<file path="src/rtl/alu_pkg.sv">
// Shared ALU opcode and sequencer state definitions for the ALU command
// sequencer and its testbench.
package alu_pkg;

  typedef enum logic [3:0] {
    ADD  = 4'd0,
    SUB  = 4'd1,
    INC  = 4'd2,
    DEC  = 4'd3,
    CLR  = 4'd4,
    AND  = 4'd5,
    OR   = 4'd6,
    XOR  = 4'd7,
    NOTA = 4'd8,
    NOR  = 4'd9,
    SHL  = 4'd10,
    SHR  = 4'd11,
    ROL  = 4'd12,
    ROR  = 4'd13
  } alu_op_e;

  localparam logic [3:0] OPC_LAST = 4'd13;

  typedef enum logic [1:0] {
    IDLE  = 2'd0,
    ISSUE = 2'd1,
    WAIT  = 2'd2,
    RESP  = 2'd3
  } seq_state_e;

  function automatic logic is_illegal(input logic [3:0] opc);
    return opc > OPC_LAST;
  endfunction

endpackage

</file>
<file path="src/rtl/alu_cmd_sequencer_fifo.sv">
// Command FIFO: registered storage, non-fall-through, wrap-bit pointers.
// An entry pushed on one edge is visible at o_dout and poppable on the next.
module alu_cmd_fifo #(
  parameter int DW    = 12,
  parameter int DEPTH = 4
) (
  input  logic          clk,
  input  logic          reset,
  input  logic          i_push,
  input  logic [DW-1:0] i_din,
  input  logic          i_pop,
  output logic          o_full,
  output logic          o_empty,
  output logic [DW-1:0] o_dout
);

  localparam int AW = $clog2(DEPTH);
  localparam int PW = AW + 1;

  logic [DW-1:0] r_mem [DEPTH];
  logic [PW-1:0] r_wr_ptr;
  logic [PW-1:0] r_rd_ptr;
  logic          w_do_push;
  logic          w_do_pop;

  assign w_do_push = i_push && !o_full;
  assign w_do_pop  = i_pop && !o_empty;

  always_ff @(posedge clk or posedge reset) begin
    if (reset) begin
      r_wr_ptr <= '0;
      r_rd_ptr <= '0;
      for (int i = 0; i < DEPTH; i++) r_mem[i] <= '0;
    end else begin
      if (w_do_push) begin
        r_mem[r_wr_ptr[AW-1:0]] <= i_din;
        r_wr_ptr                <= r_wr_ptr + PW'(1);
      end
      if (w_do_pop) r_rd_ptr <= r_rd_ptr + PW'(1);
    end
  end

  // Same index with differing wrap bits means the writer has lapped the reader.
  assign o_full  = (r_wr_ptr[AW] != r_rd_ptr[AW]) &&
                   (r_wr_ptr[AW-1:0] == r_rd_ptr[AW-1:0]);
  assign o_empty = (r_wr_ptr == r_rd_ptr);
  assign o_dout  = r_mem[r_rd_ptr[AW-1:0]];

endmodule

</file>
<file path="src/rtl/alu_cmd_sequencer.sv">
// Queues ALU commands, pulses alu_set for SET_HOLD cycles, samples the result
// RESP_WAIT cycles later and returns responses in order.
// States: IDLE wait for/pop command | ISSUE alu_set high | WAIT settle | RESP response held
module alu_cmd_sequencer
  import alu_pkg::*;
#(
  parameter int WIDTH     = 4,
  parameter int DEPTH     = 4,
  parameter int SET_HOLD  = 2,
  parameter int RESP_WAIT = 1
) (
  input  logic             clk,
  input  logic             reset,
  input  logic             cmd_valid,
  output logic             cmd_ready,
  input  logic [3:0]       cmd_opcode,
  input  logic [WIDTH-1:0] cmd_a,
  input  logic [WIDTH-1:0] cmd_b,
  output logic             rsp_valid,
  input  logic             rsp_ready,
  output logic [WIDTH-1:0] rsp_out,
  output logic             rsp_overflow,
  output logic             rsp_underflow,
  output logic             rsp_illegal,
  output logic             busy,
  output logic [3:0]       alu_opcode,
  output logic [WIDTH-1:0] alu_a,
  output logic [WIDTH-1:0] alu_b,
  output logic             alu_set,
  input  logic [WIDTH-1:0] alu_out,
  input  logic             alu_overflow,
  input  logic             alu_underflow
);

  localparam int DW    = 4 + 2*WIDTH;
  localparam int MAXC  = (SET_HOLD > RESP_WAIT) ? SET_HOLD : RESP_WAIT;
  localparam int CNT_W = (MAXC > 1) ? $clog2(MAXC) : 1;

  seq_state_e       r_state;
  logic [CNT_W-1:0] r_cnt;
  logic [3:0]       r_alu_opcode;
  logic [WIDTH-1:0] r_alu_a;
  logic [WIDTH-1:0] r_alu_b;
  logic             r_alu_set;
  logic             r_rsp_valid;
  logic [WIDTH-1:0] r_rsp_out;
  logic             r_rsp_overflow;
  logic             r_rsp_underflow;
  logic             r_rsp_illegal;

  logic             w_full;
  logic             w_empty;
  logic             w_push;
  logic             w_pop;
  logic [DW-1:0]    w_head;
  logic [3:0]       w_head_opc;
  logic [WIDTH-1:0] w_head_a;
  logic [WIDTH-1:0] w_head_b;

  assign w_push = cmd_valid && !w_full;
  assign w_pop  = (r_state == IDLE) && !w_empty;

  alu_cmd_fifo #(
    .DW    (DW),
    .DEPTH (DEPTH)
  ) u_fifo (
    .clk     (clk),
    .reset   (reset),
    .i_push  (w_push),
    .i_din   ({cmd_opcode, cmd_a, cmd_b}),
    .i_pop   (w_pop),
    .o_full  (w_full),
    .o_empty (w_empty),
    .o_dout  (w_head)
  );

  assign w_head_opc = w_head[DW-1 -: 4];
  assign w_head_a   = w_head[2*WIDTH-1 -: WIDTH];
  assign w_head_b   = w_head[WIDTH-1:0];

  always_ff @(posedge clk or posedge reset) begin
    if (reset) begin
      r_state         <= IDLE;
      r_cnt           <= '0;
      r_alu_opcode    <= '0;
      r_alu_a         <= '0;
      r_alu_b         <= '0;
      r_alu_set       <= 1'b0;
      r_rsp_valid     <= 1'b0;
      r_rsp_out       <= '0;
      r_rsp_overflow  <= 1'b0;
      r_rsp_underflow <= 1'b0;
      r_rsp_illegal   <= 1'b0;
    end else begin
      case (r_state)
        IDLE: begin
          if (!w_empty) begin
            // Illegal opcodes bypass the ALU and answer immediately.
            if (is_illegal(w_head_opc)) begin
              r_rsp_out       <= '0;
              r_rsp_overflow  <= 1'b0;
              r_rsp_underflow <= 1'b0;
              r_rsp_illegal   <= 1'b1;
              r_rsp_valid     <= 1'b1;
              r_state         <= RESP;
            end else begin
              r_alu_opcode <= w_head_opc;
              r_alu_a      <= w_head_a;
              r_alu_b      <= w_head_b;
              r_alu_set    <= 1'b1;
              r_cnt        <= CNT_W'(SET_HOLD - 1);
              r_state      <= ISSUE;
            end
          end
        end
        ISSUE: begin
          if (r_cnt == '0) begin
            r_alu_set <= 1'b0;
            r_cnt     <= CNT_W'(RESP_WAIT - 1);
            r_state   <= WAIT;
          end else begin
            r_cnt <= r_cnt - CNT_W'(1);
          end
        end
        WAIT: begin
          if (r_cnt == '0) begin
            r_rsp_out       <= alu_out;
            r_rsp_overflow  <= alu_overflow;
            r_rsp_underflow <= alu_underflow;
            r_rsp_illegal   <= 1'b0;
            r_rsp_valid     <= 1'b1;
            r_state         <= RESP;
          end else begin
            r_cnt <= r_cnt - CNT_W'(1);
          end
        end
        RESP: begin
          if (rsp_ready) begin
            r_rsp_valid <= 1'b0;
            r_state     <= IDLE;
          end
        end
        default: r_state <= IDLE;
      endcase
    end
  end

  assign cmd_ready     = !w_full;
  assign busy          = (r_state != IDLE) || !w_empty;
  assign alu_opcode    = r_alu_opcode;
  assign alu_a         = r_alu_a;
  assign alu_b         = r_alu_b;
  assign alu_set       = r_alu_set;
  assign rsp_valid     = r_rsp_valid;
  assign rsp_out       = r_rsp_out;
  assign rsp_overflow  = r_rsp_overflow;
  assign rsp_underflow = r_rsp_underflow;
  assign rsp_illegal   = r_rsp_illegal;

endmodule

</file>
<file path="config.mk">
export PLATFORM = sky130hd
export DESIGN_NAME = alu_cmd_sequencer
export DESIGN_NICKNAME = d
export VERILOG_FILES = /design/src/rtl/alu_pkg.sv /design/src/rtl/alu_cmd_sequencer_fifo.sv /design/src/rtl/alu_cmd_sequencer.sv
export SDC_FILE = /design/constraint.sdc
export NUM_CORES = 1
export LEC_CHECK = 0
export BUFFER_PORTS_ARGS = -buffer_cell sky130_fd_sc_hd__buf_4
export CELL_PAD_IN_SITES_DETAIL_PLACEMENT = 0
export CELL_PAD_IN_SITES_GLOBAL_PLACEMENT = 1
export CORE_MARGIN = 5
export CORE_UTILIZATION = 43
export CTS_CLUSTER_DIAMETER = 40
export DETAILED_ROUTE_END_ITERATION = 8
export PLACE_DENSITY = 0.73
export SYNTH_ARGS = -nofsm -noshare
export SYNTH_HDL_FRONTEND = slang
export SYNTH_HIERARCHICAL = 1
export SYNTH_SLANG_ARGS = --single-unit
</file>
<file path="constraint.sdc">
create_clock -name clk -period 2.37 [get_ports clk]
set_input_delay 0.237 -clock clk [delete_from_list [all_inputs] [get_ports clk]]
set_output_delay 0.237 -clock clk [all_outputs]
set_load 0.01 [all_outputs]
</file>
**Word level (Yosys, flattened, before mapping)**

Cells that the tools add are included.

- Flip-flop bits (word level): 78
- Input bits: 22
- Output and inout bits: 23
- Logic and storage cells: 96

- Add/subtract/negate cells: 3
- Order comparisons: 4
- Equality and inequality tests: 12
- Mux-type cells: 34
- Bitwise gates (word level): 4
- Reduce and logical (&&, ||, !) cells: 22

Operators by type and width:

| operator | number |
|---|---|
| bitwise mux 48 bit | 1 |
| two-way mux 12 bit | 3 |
| binary-select mux 12 bit (select 2 bit) | 1 |
| demux 12 bit (select 2 bit) | 1 |
| two-way mux 1 bit | 12 |
| two-way mux 4 bit | 3 |
| AND reduction 4 bit | 3 |
| two-way mux 2 bit | 5 |
| != test 2 bit (second input constant) | 5 |
| one-hot mux 1 bit (2 select lines) | 5 |
| one-hot mux 2 bit (4 select lines) | 1 |
| one-hot mux 4 bit (2 select lines) | 1 |
| nonzero test 2 bit | 4 |
| adder 3 x 1 -> 3 bit (second input constant) | 2 |
| >= comparator 3 bit (second input constant) | 2 |
| logical AND 1 bit | 6 |
| NOT 2 -> 3 bit | 2 |
| AND reduction 3 bit | 2 |
| AND reduction 5 bit | 1 |
| equality test 2 bit (second input constant) | 2 |
| > comparator 4 bit (second input constant) | 1 |
| equality test 3 bit | 1 |
| < comparator 3 x 1 -> 1 bit (second input constant) | 1 |
| one-hot mux 1 bit (3 select lines) | 1 |
| 11 further kinds | 13 |

**Logic depth before layout (Yosys ltp)**

- Word-level depth: 8
- Gate-level depth with buffers: 9

**Hierarchy**

Netlist, hierarchy kept.

By module, submodules not included:

| module | times used | cells an instance | area each (um^2) | seq. area each (um^2) |
|---|---|---|---|---|
| alu_cmd_fifo | 1 | 163 | 2531.2 | 1351.3 |
| alu_cmd_sequencer | 1 | 94 | 1149.9 | 600.6 |

**Worst setup path after synthesis**

Ideal clock, no wire load.

- Path kind: register to register
- Start point: reg u_fifo.r_rd_ptr[0]
- End point: reg r_alu_a[1], in the netlist alu_a[1]
- Setup time: 0.128 ns
- Arrival time: 2.232 ns
- Required time: 2.242 ns
- Setup slack: 0.010 ns
- Stages on the path, launching flop included: 8
- Buffers on the path: 3
- Clock period less this slack: 2.360 ns
- Cell sequence: dfrtp_1 buf_2 buf_2 mux4_2 and3_1 nor2_2 buf_4 mux2_1

- Cells in the longest elaborated chain, start to end: 7
- Elaborated cells on any way between the ends: 9
- Classes of those cells: 1 x order compare; 1 x eq/ne; 3 x mux; 3 x bitwise; 1 x reduce/logical

RTL lines:

| item | RTL line | text |
|---|---|---|
| start: declaration | alu_cmd_sequencer_fifo.sv:22 | `logic [PW-1:0] r_rd_ptr;` |
| start signal: assignment | alu_cmd_sequencer_fifo.sv:39 | `if (w_do_pop) r_rd_ptr <= r_rd_ptr + PW'(1);` |
| NOT 2 -> 3 bit (implied by the code) | alu_cmd_sequencer_fifo.sv:47 | `assign o_dout = r_mem[r_rd_ptr[AW-1:0]];` |
| binary-select mux 12 bit (select 2 bit) | alu_cmd_sequencer_fifo.sv:47 |  |
| two-way mux 12 bit (implied by the code) (2 in series) | alu_cmd_sequencer_fifo.sv:47 |  |
| net w_head[10] | alu_cmd_sequencer.sv:55 | `logic [DW-1:0] w_head;` |
| > comparator 4 bit | alu_pkg.sv:32 | `return opc > OPC_LAST;` |
| NOT 1 bit (no line) | - |  |
| AND reduction 3 bit (no line) | - |  |
| end signal: assignment | alu_cmd_sequencer.sv:108 | `r_alu_a <= w_head_a;` |
| end: declaration | alu_cmd_sequencer.sv:42 | `logic [WIDTH-1:0] r_alu_a;` |

The timed path passes the listed nets, and every way through them passes these cells. The select of a mux whose other input is x is not followed.
A chain may end at the register's enable or synchronous reset.

**Final worst setup path**

- Start point: reg u_fifo.r_rd_ptr[0]
- End point: reg u_fifo/r_mem[12] in the netlist's numbering

- Cells in the longest elaborated chain, start to end: 5

RTL lines:

| item | RTL line | text |
|---|---|---|
| equality test 2 bit | alu_cmd_sequencer_fifo.sv:45 | `(r_wr_ptr[AW-1:0] == r_rd_ptr[AW-1:0]);` |
| logical AND 1 bit | alu_cmd_sequencer_fifo.sv:44 | `assign o_full = (r_wr_ptr[AW] != r_rd_ptr[AW]) &&` |
| net w_full | alu_cmd_sequencer.sv:51 | `logic w_full;` |
| logical NOT 1 bit | alu_cmd_sequencer.sv:60 | `assign w_push = cmd_valid && !w_full;` |
| logical AND 1 bit | alu_cmd_sequencer.sv:60 |  |
| net w_push | alu_cmd_sequencer.sv:53 | `logic w_push;` |
| logical AND 1 bit | alu_cmd_sequencer_fifo.sv:26 | `assign w_do_push = i_push && !o_full;` |
| end signal: indexed assignment | alu_cmd_sequencer_fifo.sv:36 | `r_mem[r_wr_ptr[AW-1:0]] <= i_din;` |
| end: declaration | alu_cmd_sequencer_fifo.sv:20 | `logic [DW-1:0] r_mem [DEPTH];` |

The timed path passes the listed nets, and every way through them passes these cells.

==> PnR_summary.wiki <==
{| class="wikitable"
! Metric !! Value
|-
| Status || finished, final reports clean
|-
| Area overhead of the layout relative to synthesis || 21.4%
|-
| Post-detailed-route DRC marker count || 0
|-
| Count of input and output buffers || 44
|-
| Share of synthesized area occupied by flip-flops and latches || 53.0%
|-
| Sinks on Clock Net || 78
|-
| Final ANT Viol Nets || 0
|-
| Vias in the first global route || 2,244
|-
| Aggregate negative setup slack || 0 ps
|-
| Mapped Avg Cell Area || 14.3 µm²
|-
| Commonest cells post-synth || sky130_fd_sc_hd__dfrtp_1, sky130_fd_sc_hd__mux2_2, sky130_fd_sc_hd__inv_1
|-
| Area of the mapped netlist || 3680 µm²
|-
| Cells taking the most area after synthesis || sky130_fd_sc_hd__dfrtp_1, sky130_fd_sc_hd__mux2_2, sky130_fd_sc_hd__mux4_2, sky130_fd_sc_hd__ha_1, sky130_fd_sc_hd__mux2_1
|-
| IO Count || 45
|-
| Number of violations of the max-capacitance limit || 0
|-
| Share of flip-flops with an asynchronous set or reset after synthesis || 100%
|-
| Leakage power total || 2.00 nW
|-
| Antenna violations before repair || 0
|-
| Site row count || 33
|-
| Synthesis-stage register bit count || 78
|-
| Number of hold violations in the final report || 0
|-
| Number of detailed-routing iterations run before antenna repair || 4
|-
| Post-route minimum period || 2180 ps
|-
| Post-Route WL || 7060 µm
|-
| Endpoint required time on the critical path || 2590 ps
|-
| Clock H-tree levels || 3
|-
| Unrepaired setup endpoints after global routing || false
|-
| Slowest cell on the critical path || sky130_fd_sc_hd__dfrtp_2
|-
| Setup violators final || 0
|-
| Critical Path Sink Type || flip-flop
|-
| Aggregate global routing overflow || 0
|-
| Most common cell in the netlist || sky130_fd_sc_hd__dfrtp_1
|-
| Total power density per cell area || 1510 nW/µm²
|-
| TritonCTS clock tree || yes
|-
| CP dominant cell by count || sky130_fd_sc_hd__nand2_1
|-
| Post-synth top area share || 53.0%
|-
| Share of layout cells above drive strength 1 || 45.3%
|-
| Critical path cell sequence || xnor2_2, nand2_1, nor2_1, nor2b_1, nand2_1, a31oi_1, buf_4, mux2_2
|-
| Latest clock arrival within the worst-skew pair || 340 ps
|-
| Post-synth net total || 290
|-
| Maximum root-to-sink buffer count || 2
|-
| CP Data Arrival Time || 2400 ps
|-
| Clock buffers created by TritonCTS || 9
|-
| Post-route total power || 0.00676 W
|-
| Pins over their slew limit || 0
|-
| Critical path class || reg -> reg
|-
| Worst Skew || 9.33 ps
|-
| Synthesized instance count || 257
|-
| Total placed cells including tap cells || 410
|-
| Average routed wire per standard cell || 16.5 µm
|-
| Starting Density || 44.4%
|-
| Largest net degree at the start of global routing || 55
|-
| Kind of path behind the tightest hold check || in -> reg
|-
| Maximum cell stage delay along the critical path || 510 ps
|-
| Peak VDD IR || 584 µV
|-
| Number of diodes || 0
|-
| Layout Nets || 350
|-
| Die extent in x || 103 µm
|-
| Number of enable flip-flop cells after synthesis || 0
|-
| DIE HEIGHT || 103 µm
|-
| Most instantiated flip-flop cell in the synthesis netlist || sky130_fd_sc_hd__dfrtp_1
|-
| Wire length of the first global-routing pass || 11,600 µm
|-
| Worst Path Max Fanout || 12
|-
| Final clock period utilization by the worst path || 91.8%
|-
| Achievable Freq || 460 MHz
|-
| Netlist cell types || 38
|-
| Slew of the pin with the lowest slew margin || 555 ps
|-
| Placer's final routability congestion estimate || 0.770
|-
| Vias post-DR || 2,185
|-
| Dominant cell type by area after synthesis || sky130_fd_sc_hd__dfrtp_1
|-
| Initial drt markers || 53
|-
| Number of warnings issued by yosys || 6
|-
| Filler cell count || 715
|-
| Top Family by Delay on Critical Path || simple AND/OR/NAND/NOR gates
|-
| GRT Total Usage || 14.6%
|-
| Critical Path Source Type || flip-flop
|-
| Headroom to the max-slew limit || 62.9%
|-
| Clock Root Buffer || sky130_fd_sc_hd__clkbuf_8
|-
| Post-Layout Cell Count || 427
|-
| Buffers plus inverters on the worst setup path || 1
|-
| Area of the core || 8300 µm²
|-
| Post-CTS clock slew at the launch and capture registers of the worst setup and hold paths || 80 ps
|-
| Vias/cell || 5.12
|-
| Die area || 10,500 µm²
|-
| HPWL Detailed || 4930 µm
|}
==> metrics by stage <==
stage	setup WS [ps]	util [%]	area, µm²	hold slack [ps]
detailed placement	87.4	50.8	4220	213
CTS	58.6	53.7	4460	132
global route	42.2	53.8	4470	129
global placement	128	50.8	4220	214
floorplan	10.4	-	3680	252
finish	194	53.8	4470	144
==> sequential cells by signal, summed over array words and instances, names as in the netlist, 2 cells and up <==
name and flops:
rsp_out 4, u_fifo/r_mem 48, alu_opcode 4, r_state 2
alu_a 4, u_fifo/r_rd_ptr 3, u_fifo/r_wr_ptr 3, alu_b 4
==> routing by layer <==
| layer | track usage, % | share of wire, % | wire length (µm) | vias up |
|---|---|---|---|---|
| li1 | - | - | - | 1035 |
| met1 | 20.4 | 49 | 3470 | 1098 |
| met2 | 22.9 | 46 | 3240 | 45 |
| met3 | 3.65 | 4.1 | 291 | 7 |
| met4 | 3.94 | 0.78 | 55 | 0 |
| met5 | 0 | 0 | 0 | - |
==> area by class of cell <==
class	count	area (µm²)	area share (%)
Timing Repair Buffer	59	483	10.8
Clock buffer	12	155	3.47
Clock inverter	4	76.3	1.71
Inverter	20	75.1	1.68
Tap cell	105	131	2.94
Sequential cell	78	1950	43.7
Multi-Input combinational cell	149	1590	35.7
==> final timing paths <==
path / startpoint / endpoint / slack (ps) / depth (start not counted)
max in group asynchronous: reset / alu_opcode[1] / 1390 / 4
min in group asynchronous: reset / rsp_overflow / 400 / 3
hold reg to reg: alu_b[2] / alu_b[2] / 490 / 1
setup / recovery: u_fifo/r_rd_ptr[0] / u_fifo/r_mem[12] / 190 / 8
setup reg to reg: u_fifo/r_rd_ptr[0] / u_fifo/r_mem[12] / 190 / 8
hold / removal: cmd_b[0] / u_fifo/r_mem[24] / 140 / 2
==> power by group <==
group	switching, W	total, W	internal [W]
Clock	0.000465	0.00112	0.000655
Combinational	0.00145	0.00324	0.00179
Sequential	0.000402	0.00240	0.00200
==> placed cells by master, fill, tap and decap left out, types with 3 or more instances in the layout <==
master / count
sky130_fd_sc_hd__mux2_1: 12
sky130_fd_sc_hd__nor2_1: 5
sky130_fd_sc_hd__inv_1: 18
sky130_fd_sc_hd__mux4_2: 12
sky130_fd_sc_hd__nand2_1: 12
sky130_fd_sc_hd__mux2_2: 48
sky130_fd_sc_hd__mux2i_1: 11
sky130_fd_sc_hd__clkbuf_8: 11
sky130_fd_sc_hd__ha_1: 11
sky130_fd_sc_hd__buf_4: 55
sky130_fd_sc_hd__dfrtp_1: 77
sky130_fd_sc_hd__buf_12: 3
sky130_fd_sc_hd__a31oi_1: 7
sky130_fd_sc_hd__xnor2_2: 3
sky130_fd_sc_hd__xor2_1: 3
==> logic make-up after synthesis <==
group	synth area share, %
AOI/OAI and AO/OA	5.13
xor gates and xnor gates	2.52
adders and majority gates	3.74
buffers and inverters	3.87
DFF	53.0
muxes	28.7
and+or+nand+nor	3.03
==> timing repair <==
item | in CTS | in global routing
setup buffers | 0 | 0
gates resized for setup | 0 | 2
setup endpoints to repair | 0 | 55
hold endpoints to repair | 61 | 0
hold buffers | 1 | 0
(Power assumes the default switching activity.)
